`src/rtl/mvm_pkg.sv`:
```
// Shared types and sizing helpers for the matrix-vector multiplier stream driver.
package mvm_pkg;

  typedef enum logic [2:0] {
    LOAD,
    START,
    STREAM,
    WAIT_DONE,
    CAPTURE,
    DRAIN
  } drv_state_t;

  localparam int MAT_SCALE_DEF = 3;
  localparam int IW_DEF        = 8;
  localparam int OW_DEF        = 16;
  localparam int FRAME_IN      = MAT_SCALE_DEF * MAT_SCALE_DEF + MAT_SCALE_DEF;
  localparam int FRAME_OUT     = MAT_SCALE_DEF;

  typedef logic signed [IW_DEF-1:0] operand_t;
  typedef logic signed [OW_DEF-1:0] result_t;

  function automatic int frame_in(input int n);
    return n * n + n;
  endfunction

  // Counter width able to hold 0..top; never narrower than one bit.
  function automatic int cnt_w(input int top);
    return (top < 1) ? 1 : $clog2(top + 1);
  endfunction

endpackage

```
`src/rtl/mod_counter.sv`:
```
// Modulo counter 0..TOP with synchronous clear; wraps to zero after TOP.
module mod_counter #(
  parameter int WIDTH = 4,
  parameter int TOP   = 15
) (
  input  logic             clk,
  input  logic             clr,
  input  logic             en,
  output logic [WIDTH-1:0] cnt,
  output logic             at_top
);

  assign at_top = (cnt == WIDTH'(TOP));

  always_ff @(posedge clk) begin
    if (clr) begin
      cnt <= '0;
    end else if (en) begin
      cnt <= at_top ? '0 : cnt + 1'b1;
    end
  end

endmodule

```
`src/rtl/mvm_stream_driver.sv`:
```
// Host-side driver: buffers an operand frame, streams it to the multiplier after a
// start pulse, captures the result vector and hands it out on a valid/ready port.
module mvm_stream_driver #(
  parameter int MAT_SCALE    = 3,
  parameter int INPUT_WIDTH  = 8,
  parameter int OUTPUT_WIDTH = 16,
  parameter int DONE_TIMEOUT = 64
) (
  input  logic                           clk,
  input  logic                           reset,
  input  logic                           ld_valid,
  output logic                           ld_ready,
  input  logic signed [INPUT_WIDTH-1:0]  ld_data,
  output logic                           busy,
  output logic                           mvm_start,
  output logic signed [INPUT_WIDTH-1:0]  mvm_data_in,
  input  logic                           mvm_done,
  input  logic signed [OUTPUT_WIDTH-1:0] mvm_data_out,
  output logic                           res_valid,
  input  logic                           res_ready,
  output logic signed [OUTPUT_WIDTH-1:0] res_data,
  output logic                           res_last,
  output logic                           timeout_err
);
  import mvm_pkg::*;

  localparam int N_IN  = frame_in(MAT_SCALE);
  localparam int N_OUT = MAT_SCALE;
  localparam int IDX_W = cnt_w(N_IN - 1);
  localparam int RES_W = cnt_w(N_OUT - 1);
  localparam int TMR_W = cnt_w(DONE_TIMEOUT - 1);

  typedef logic signed [INPUT_WIDTH-1:0]  opnd_t;
  typedef logic signed [OUTPUT_WIDTH-1:0] rslt_t;

  drv_state_t state;

  opnd_t abuf [N_IN];
  rslt_t ybuf [N_OUT];

  logic [IDX_W-1:0] idx;
  logic             idx_top;
  logic [RES_W-1:0] res_cnt;
  logic [RES_W-1:0] res_nxt;
  logic             res_top;
  logic [TMR_W-1:0] tmr_cnt_unused;
  logic             tmr_top;

  logic ld_acc;
  logic idx_en;
  logic res_en;
  logic cap_en;
  logic tmr_clr;

  assign ld_acc  = (state == LOAD) && ld_valid && ld_ready;
  assign idx_en  = ld_acc || (state == START) || (state == STREAM);
  assign cap_en  = ((state == WAIT_DONE) && mvm_done) || (state == CAPTURE);
  assign res_en  = cap_en || ((state == DRAIN) && res_valid && res_ready);
  assign tmr_clr = reset || (state != WAIT_DONE);
  assign res_nxt = res_cnt + 1'b1;

  // One index serves both the load write pointer and the stream read pointer:
  // it wraps to zero on the last load, which is exactly where streaming starts.
  mod_counter #(.WIDTH(IDX_W), .TOP(N_IN - 1)) u_idx_cnt (
    .clk    (clk),
    .clr    (reset),
    .en     (idx_en),
    .cnt    (idx),
    .at_top (idx_top)
  );

  mod_counter #(.WIDTH(RES_W), .TOP(N_OUT - 1)) u_res_cnt (
    .clk    (clk),
    .clr    (reset),
    .en     (res_en),
    .cnt    (res_cnt),
    .at_top (res_top)
  );

  mod_counter #(.WIDTH(TMR_W), .TOP(DONE_TIMEOUT - 1)) u_tmr_cnt (
    .clk    (clk),
    .clr    (tmr_clr),
    .en     (state == WAIT_DONE),
    .cnt    (tmr_cnt_unused),
    .at_top (tmr_top)
  );

  // Operand and result storage: data only, no reset.
  always_ff @(posedge clk) begin
    if (ld_acc) begin
      abuf[idx] <= ld_data;
    end
    if (cap_en) begin
      ybuf[res_cnt] <= mvm_data_out;
    end
  end

  always_ff @(posedge clk) begin
    if (reset) begin
      state       <= LOAD;
      ld_ready    <= 1'b1;
      busy        <= 1'b0;
      mvm_start   <= 1'b0;
      mvm_data_in <= '0;
      res_valid   <= 1'b0;
      res_last    <= 1'b0;
      res_data    <= '0;
      timeout_err <= 1'b0;
    end else begin
      mvm_start <= 1'b0;
      if (mvm_done && (state != WAIT_DONE)) begin
        timeout_err <= 1'b1;
      end
      case (state)
        LOAD: begin
          if (ld_acc) begin
            busy <= 1'b1;
            if (idx_top) begin
              ld_ready  <= 1'b0;
              mvm_start <= 1'b1;
              state     <= START;
            end
          end
        end
        START: begin
          mvm_data_in <= abuf[idx];
          state       <= STREAM;
        end
        STREAM: begin
          mvm_data_in <= abuf[idx];
          if (idx_top) begin
            state <= WAIT_DONE;
          end
        end
        WAIT_DONE: begin
          mvm_data_in <= '0;
          if (mvm_done) begin
            if (N_OUT == 1) begin
              state     <= DRAIN;
              res_valid <= 1'b1;
              res_data  <= mvm_data_out;
              res_last  <= 1'b1;
            end else begin
              state <= CAPTURE;
            end
          end else if (tmr_top) begin
            timeout_err <= 1'b1;
            ld_ready    <= 1'b1;
            busy        <= 1'b0;
            state       <= LOAD;
          end
        end
        CAPTURE: begin
          if (res_top) begin
            state     <= DRAIN;
            res_valid <= 1'b1;
            res_data  <= ybuf[0];
            res_last  <= 1'b0;
          end
        end
        DRAIN: begin
          if (res_valid && res_ready) begin
            if (res_top) begin
              res_valid <= 1'b0;
              res_last  <= 1'b0;
              busy      <= 1'b0;
              ld_ready  <= 1'b1;
              state     <= LOAD;
            end else begin
              res_data <= ybuf[res_nxt];
              res_last <= (res_nxt == RES_W'(N_OUT - 1));
            end
          end
        end
        default: state <= LOAD;
      endcase
    end
  end

endmodule
```
`config.mk`:
```
export PLATFORM = sky130hd
export DESIGN_NAME = mvm_stream_driver
export DESIGN_NICKNAME = d
export VERILOG_FILES = /design/src/rtl/mvm_pkg.sv /design/src/rtl/mod_counter.sv /design/src/rtl/mvm_stream_driver.sv
export SDC_FILE = /design/constraint.sdc
export NUM_CORES = 1
export LEC_CHECK = 0
export CAP_MARGIN = 20
export CELL_PAD_IN_SITES_DETAIL_PLACEMENT = 0
export CELL_PAD_IN_SITES_GLOBAL_PLACEMENT = 1
export CORE_MARGIN = 2
export CORE_UTILIZATION = 44
export DETAILED_ROUTE_END_ITERATION = 8
export PLACE_DENSITY_LB_ADDON = 0.1
export SYNTH_ARGS = -nofsm -noshare
export SYNTH_HDL_FRONTEND = slang
export SYNTH_SLANG_ARGS = --single-unit
```
`constraint.sdc`:
```
create_clock -name clk -period 2.1 [get_ports clk]
set_clock_uncertainty 0.05 [all_clocks]
set_input_delay 0.315 -clock clk [delete_from_list [all_inputs] [get_ports clk]]
set_output_delay 0.315 -clock clk [all_outputs]
set_load 0.01 [all_outputs]
```
==> results.py, run 1 <==
metrics = {
    "critical_path": {
        "cp_cell_sequence": "buf_4, xor2_1, nand4b_1, nand2b_1, nand3_1",
        "reg2regPathDepth": 5,
        "r2r_end": "mvm_data_in[7]",
        "arrival_ns": 2.19,
        "cpPeakStageDelay_ns": 0.59,
        "worst_setup_path_end_kind": "flop",
        "cp-start-kind": "flop",
        "r2r_slack_ns": 0.23,
        "r2r_start": "state[1]",
        "required_ns": 2.42,
        "crit_family": "simple AND/OR/NAND/NOR gates",
        "crit_type": "flop to flop",
        "worst_path_max_delay_cell": "dfxtp_1",
        "crit_buf_inv": 1,
        "crit_fanout": 12,
    },
    "worst_hold_path": {
        "whs_path_depth": 1,
        "hold_end": "u_tmr_cnt.cnt[0]",
        "hp-start": "u_tmr_cnt.cnt[0]",
        "worstHoldPathType": "flop to flop",
    },
    "yosys": {
        "syn-num-nets": 497,
        "syn_area_um2": 7560,
        "ys_ff_latch": 193,
        "netlist_instances": 459,
        "synth_cell_types": 54,
        "synth.avg_cell_area_um2": 16.5,
        "synth_ff_type": "edfxtp_1",
        "async_flop_share_pct": 0,
        "yosysSeqAreaShare_pct": 70.2,
        "synth_edf_count": 144,
        "yosysWarningCount": 0,
    },
    "global_routing": {
        "grt-ovfl-total": 0,
        "grt_pass1_wl_um": 23500,
        "grt_pass1_vias": 4284,
        "antenna_found_initial": 0,
        "grt_start_max_net_pins": 25,
        "track_usage_pct": 17.4,
    },
    "timing": {
        "tns_ns": 0,
        "worst_pin_slew_ns": 0.551,
        "rsz0062_at_grt": "false",
        "maxSlewViolCount": 0,
        "setup_viol": 0,
        "post-route-min-period_ns": 1.87,
        "whs_ns": 0.403,
        "max_slew_margin_pct": 63.2,
        "fmax_ghz": 0.535,
        "finalHoldViolCount": 0,
        "min_period_over_period_pct": 89.0,
    },
    "routing": {
        "ant_nets": 0,
        "dr.pass1.iters": 4,
        "num_vias": 4117,
        "detail_route.drc_violations": 0,
        "dr.first_iter.drc_count": 249,
        "wirelength_um": 14800,
        "viasPerCell": 5.29,
        "wl_per_cell_um": 19.1,
    },
    "cells_and_area": {
        "fillers": 1353,
        "seq_area_um2": 5310,
        "syn2layout_area_growth_pct": 22.9,
        "layout-drive-gt1-share_pct": 19.4,
        "multi_input_area_um2": 2110,
        "num_antenna_cells": 0,
        "nets": 583,
    },
    "clock_network": {
        "clk_latency_ns": 0.43,
        "clockBufferDepth": 2,
        "clk_pin_slew_ns": 0.08,
        "ctsResizeCount": 0,
        "cts_setup_buffers": 0,
        "cts_tree": "done",
        "numCtsBuffers": 17,
        "cts-root-buf": "clkbuf_16",
        "holdBufCountCts": 0,
        "cts_sinks": 193,
        "h-tree-depth": 4,
    },
    "floorplanning": {
        "die_x_um": 135,
        "die_y_um": 135,
        "dieArea_um2": 18300,
        "io-pin-count": 59,
        "core_region_area_um2": 16700,
        "num_rows": 47,
        "start_util_pct": 45.3,
    },
    "power": {
        "p_leak_uw": 0.00312,
        "p_per_area_nw_per_um2": 904,
        "peakVddDrop_mv": 0.650,
    },
    "placement": {
        "hpwl_um": 10200,
        "place_congestion": 0.765,
        "port_buffers": 58,
    },
    "run": {
        "cap_violations": 0,
    },
    "run_status": {
        "status": "completed",
    },
}
## Yosys cell counts (all sizes together), types with 2 or more instances
cell	number	share of area [%]
dfxtp	49	13
inv	8	0.40
nor3	4	0.26
ha	9	1.5
a41o	2	0.26
a21o	2	0.20
a211o	2	0.23
clkbuf	8	0.43
nand3	15	0.99
a21oi	9	0.74
mux4	24	7.1
xor2	2	0.23
nand4b	2	0.23
and3	10	0.83
edfxtp	144	57
xnor2	3	0.35
o21ai	11	0.73
nand2b	18	1.5
nor2	23	1.1
o2bb2ai	15	1.7
buf	12	1.2
a22oi	8	0.79
nand3b	2	0.41
and2	9	0.74
a31oi	2	0.17
nor2b	3	0.28
nand2	13	0.65
mux2	15	2.2
mux2i	18	2.4
a311o	2	0.26
## flip-flops by register name, indices dropped and copies added (netlist names), named ones only
register       flops
state              3
res_data          16
mvm_data_in        8
u_res_cnt.cnt      2
res_valid          1
res_last           1
u_idx_cnt.cnt      4
busy               1
ybuf              48
timeout_err        1
mvm_start          1
abuf              96
u_tmr_cnt.cnt      6
ld_ready           1
## cells in the final DEF, fill, tap and decap left out, types with 3 or more instances in the layout
cell,instances
dfxtp_1,49
mux2_2,15
mux2i_1,18
ha_1,9
clkbuf_16,18
nand3_1,15
buf_4,15
nand2_1,13
a22oi_1,8
o2bb2ai_1,15
nor3_1,4
inv_1,8
inv_6,4
nand2b_1,17
and2_1,9
a21oi_1,8
clkdlybuf4s50_1,58
buf_12,14
o21ai_0,10
edfxtp_1,144
inv_8,4
and3_1,10
mux4_2,24
nor2_1,22
xnor2_1,3
## power breakdown
group          internal, µW  switching [µW]
sequential             4240            87.4
clock                  1690            1510
combinational           445             428
total                  6370            2030
## routing by layer
| metal | wire length, µm | vias to the layer above | global-route usage [%] |
|---|---|---|---|
| met2 | 7640 | 93 | 29.9 |
| li1 | - | 1956 | - |
| met4 | 293 | 0 | 6.48 |
| met1 | 6380 | 2046 | 21.5 |
| met5 | 0 | - | 0 |
| met3 | 513 | 22 | 4.05 |
## cell families (layout without fill, tap and decap cells)
group / Yosys count / count (layout) / share of synthesized area, %
compound gates: 63 / 63 / 6.37
fa+ha+maj: 9 / 9 / 1.49
xor+xnor: 5 / 5 / 0.579
mux: 57 / 57 / 11.8
flops: 193 / 193 / 70.2
simple gates: 104 / 104 / 7.66
buf+inv: 28 / 127 / 1.99
## through the flow
step / total power [µW] / cells / worst slack, ns / cell area [µm²] / utilization [%]
6_report: 8400 / 778 / 0.230 / 9290 / 55.6
5_1_grt: 8730 / 778 / 0.103 / 9290 / 55.6
4_1_cts: 8490 / 778 / 0.210 / 9290 / 55.6
3_5_place_dp: 5310 / 746 / 0.0386 / 8690 / 52.1
3_3_place_gp: 5300 / 746 / 0.0687 / 8690 / 52.1
2_1_floorplan: 4930 / 459 / 0.0801 / 7560 / -
## worst max path at each step
stage | startpoint | endpoint | slack, ns | cells past startpoint
global route | state[1] | mvm_data_in[0] | 0.10 | 5
CTS | state[1] | mvm_data_in[7] | 0.21 | 5
detailed placement | ld_valid | abuf[6][1] | 0.04 | 4
finish | state[1] | mvm_data_in[7] | 0.23 | 5
floorplan | u_res_cnt.cnt[0] | res_data[0] | 0.08 | 7
global placement | ld_valid | abuf[6][6] | 0.07 | 4
## area by class of cell
type	instances	area share (%)
clock buffers	19	4.99
flip-flops and latches	193	57.1
clock inverters	13	1.47
inverters	8	0.323
repair buffers	87	10.5
well taps	220	2.96
multi-input cells	238	22.7
No activity file was read; power rests on OpenSTA's default activity.
==> run 2: changes to the inputs <==
--- a/config.mk
+++ b/config.mk
@@ -11,7 +11,7 @@
 export CORE_MARGIN = 2
 export CORE_UTILIZATION = 44
 export DETAILED_ROUTE_END_ITERATION = 8
-export PLACE_DENSITY_LB_ADDON = 0.1
+export PLACE_DENSITY_LB_ADDON = 0.08
 export SYNTH_ARGS = -nofsm -noshare
 export SYNTH_HDL_FRONTEND = slang
 export SYNTH_SLANG_ARGS = --single-unit
==> run 2 against run 1 <==
Count of clock-buffer cells in the layout fell by 2; die area unchanged; flip-flop and latch count is the same; worst setup slack better by 0.030 ns; largest power group unchanged; cell count fell by 0.39%; worst hold slack improved by 0.0096 ns; total power is 0.71% lower.
==> results.py, run 2 (synthesized netlist as in run 1, its figures left out) <==
metrics = {
    "run_status": {
        "status": "completed",
    },
    "timing": {
        "setup_slack_ns": 0.260,
        "finalHoldViolCount": 0,
        "rsz0062_at_grt": "false",
        "fmax_ghz": 0.544,
        "worst_pin_slew_ns": 0.594,
        "min_period_over_period_pct": 87.6,
        "maxSlewViolCount": 0,
        "setup_viol": 0,
        "tns_ns": 0,
        "post-route-min-period_ns": 1.84,
        "max_slew_margin_pct": 60.3,
    },
    "power": {
        "power_frac_seq_pct": 51.9,
        "p_per_area_nw_per_um2": 903,
        "switching_share_pct": 23.9,
        "clkPwrFrac_pct": 37.7,
        "p_leak_uw": 0.00309,
        "p_int_uw": 6350,
        "switching_power_uw": 1990,
        "peakVddDrop_mv": 0.625,
        "combPwrFrac_pct": 10.4,
    },
    "routing": {
        "wirelength_um": 15300,
        "dr.first_iter.drc_count": 295,
        "viasPerCell": 5.33,
        "detail_route.drc_violations": 0,
        "num_vias": 4130,
        "dr.pass1.iters": 4,
        "ant_nets": 0,
        "wl_per_cell_um": 19.7,
    },
    "placement": {
        "hpwl_um": 10400,
        "place_congestion": 0.747,
        "placed_area_um2": 8660,
        "dp_slack_ns": 0.0500,
        "port_buffers": 58,
    },
    "cells_and_area": {
        "final_common_cell": "edfxtp_1",
        "largest-register": "abuf",
        "num_antenna_cells": 0,
        "syn2layout_area_growth_pct": 22.2,
        "final_cell_mix": "edfxtp_1 (144), clkdlybuf4s50_1 (58), dfxtp_1 (48), mux4_2 (24), nor2_1 (22)",
        "nets": 580,
        "design_area_um2": 9240,
        "largest_reg_flops": 96,
        "reg.largest.list": "abuf x96, ybuf x48, res_data x16",
        "layout-drive-gt1-share_pct": 18.9,
    },
    "floorplanning": {
        "die_x_um": 135,
        "io-pin-count": 59,
        "core_region_area_um2": 16700,
        "start_util_pct": 45.3,
        "die_y_um": 135,
        "num_rows": 47,
        "dieArea_um2": 18300,
    },
    "critical_path": {
        "crit_type": "flop to primary output",
        "crit_family": "buffers and inverters",
        "worst_path_max_delay_cell": "clkdlybuf4s50_1",
        "crit_buf_inv": 1,
        "worst_setup_path_end_kind": "primary output",
        "arrival_ns": 1.47,
        "cpPeakStageDelay_ns": 0.59,
        "cp-start-kind": "flop",
        "required_ns": 1.74,
        "crit_fanout": 6,
        "cp_cell_sequence": "clkdlybuf4s50_1",
    },
    "global_routing": {
        "antenna_found_initial": 0,
        "grt-ovfl-total": 0,
        "track_usage_pct": 18.1,
        "grt_pass1_wl_um": 24100,
        "grt_start_max_net_pins": 25,
        "grt_pass1_vias": 4247,
    },
    "worst_hold_path": {
        "worstHoldPathType": "flop to flop",
    },
    "run": {
        "cap_violations": 0,
    },
    "clock_network": {
        "cts_tree": "done",
        "cts_sinks": 193,
        "holdBufCountCts": 0,
        "cts-root-buf": "clkbuf_16",
        "clk_pin_slew_ns": 0.07,
        "h-tree-depth": 4,
        "numCtsBuffers": 17,
        "clk_latency_ns": 0.44,
        "clockBufferDepth": 2,
    },
}
[run 2: cell types whose count changed in the layout (fill, tap and decap cells not counted), sizes merged]
cell	previous run	this run
inv	16	13
clkbuf	19	17
clkinv	3	7
bufinv	0	1
buf	29	26
[run 2: timing repair]
item | 4_1_cts | 5_1_grt
buffers inserted | 0 | 0
setup endpoints to repair | 0 | 8
hold endpoints to repair | 0 | 0
gates resized for setup | 0 | 1
[run 2: power by group through the flow]
stage / clock, µW / sequential (µW) / combinational, µW
2_1_floorplan: 0 / 4380 / 544
3_3_place_gp: 0 / 4410 / 880
3_5_place_dp: 0 / 4420 / 883
4_1_cts: 3210 / 4330 / 884
5_1_grt: 3370 / 4340 / 944
6_report: 3150 / 4330 / 865
[run 2: path summary, 6_finish.rpt]
kind | start | endpoint | slack (ns) | cells past startpoint
worst max-delay path | ld_ready | ld_ready | 0.26 | 1
worst min-delay path | u_tmr_cnt.cnt[0] | u_tmr_cnt.cnt[0] | 0.41 | 1
worst max register to register | state[0] | mvm_data_in[0] | 0.29 | 5
worst min register to register | u_tmr_cnt.cnt[0] | u_tmr_cnt.cnt[0] | 0.41 | 1
[run 2: metal layers]
metal / wire (µm) / vias to the layer above / GRT usage [%]
met2: 7570 / 91 / 29.4
met4: 235 / 0 / 6.54
met5: 0 / - / 0
met3: 714 / 16 / 3.87
li1: - / 1951 / -
met1: 6740 / 2072 / 24.1
[run 2: layout make-up]
type	count	area, µm²
inverter	8	30.0
tap	220	275
sequential	193	5310
clock buffer	17	425
clock inverter	15	153
timing repair buffer	84	938
fill	1376	7460
multi-input combinational	238	2110
[run 2: metrics by stage]
| stage | hold WS (ns) | util (%) | power, µW | cells |
|---|---|---|---|---|
| after floorplan | 0.364 | - | 4930 | 459 |
| after global placement | 0.378 | 51.8 | 5290 | 743 |
| after detailed placement | 0.397 | 51.8 | 5300 | 743 |
| after CTS | 0.417 | 55.3 | 8430 | 775 |
| after global routing | 0.428 | 55.3 | 8660 | 775 |
| final | 0.413 | 55.3 | 8340 | 775 |
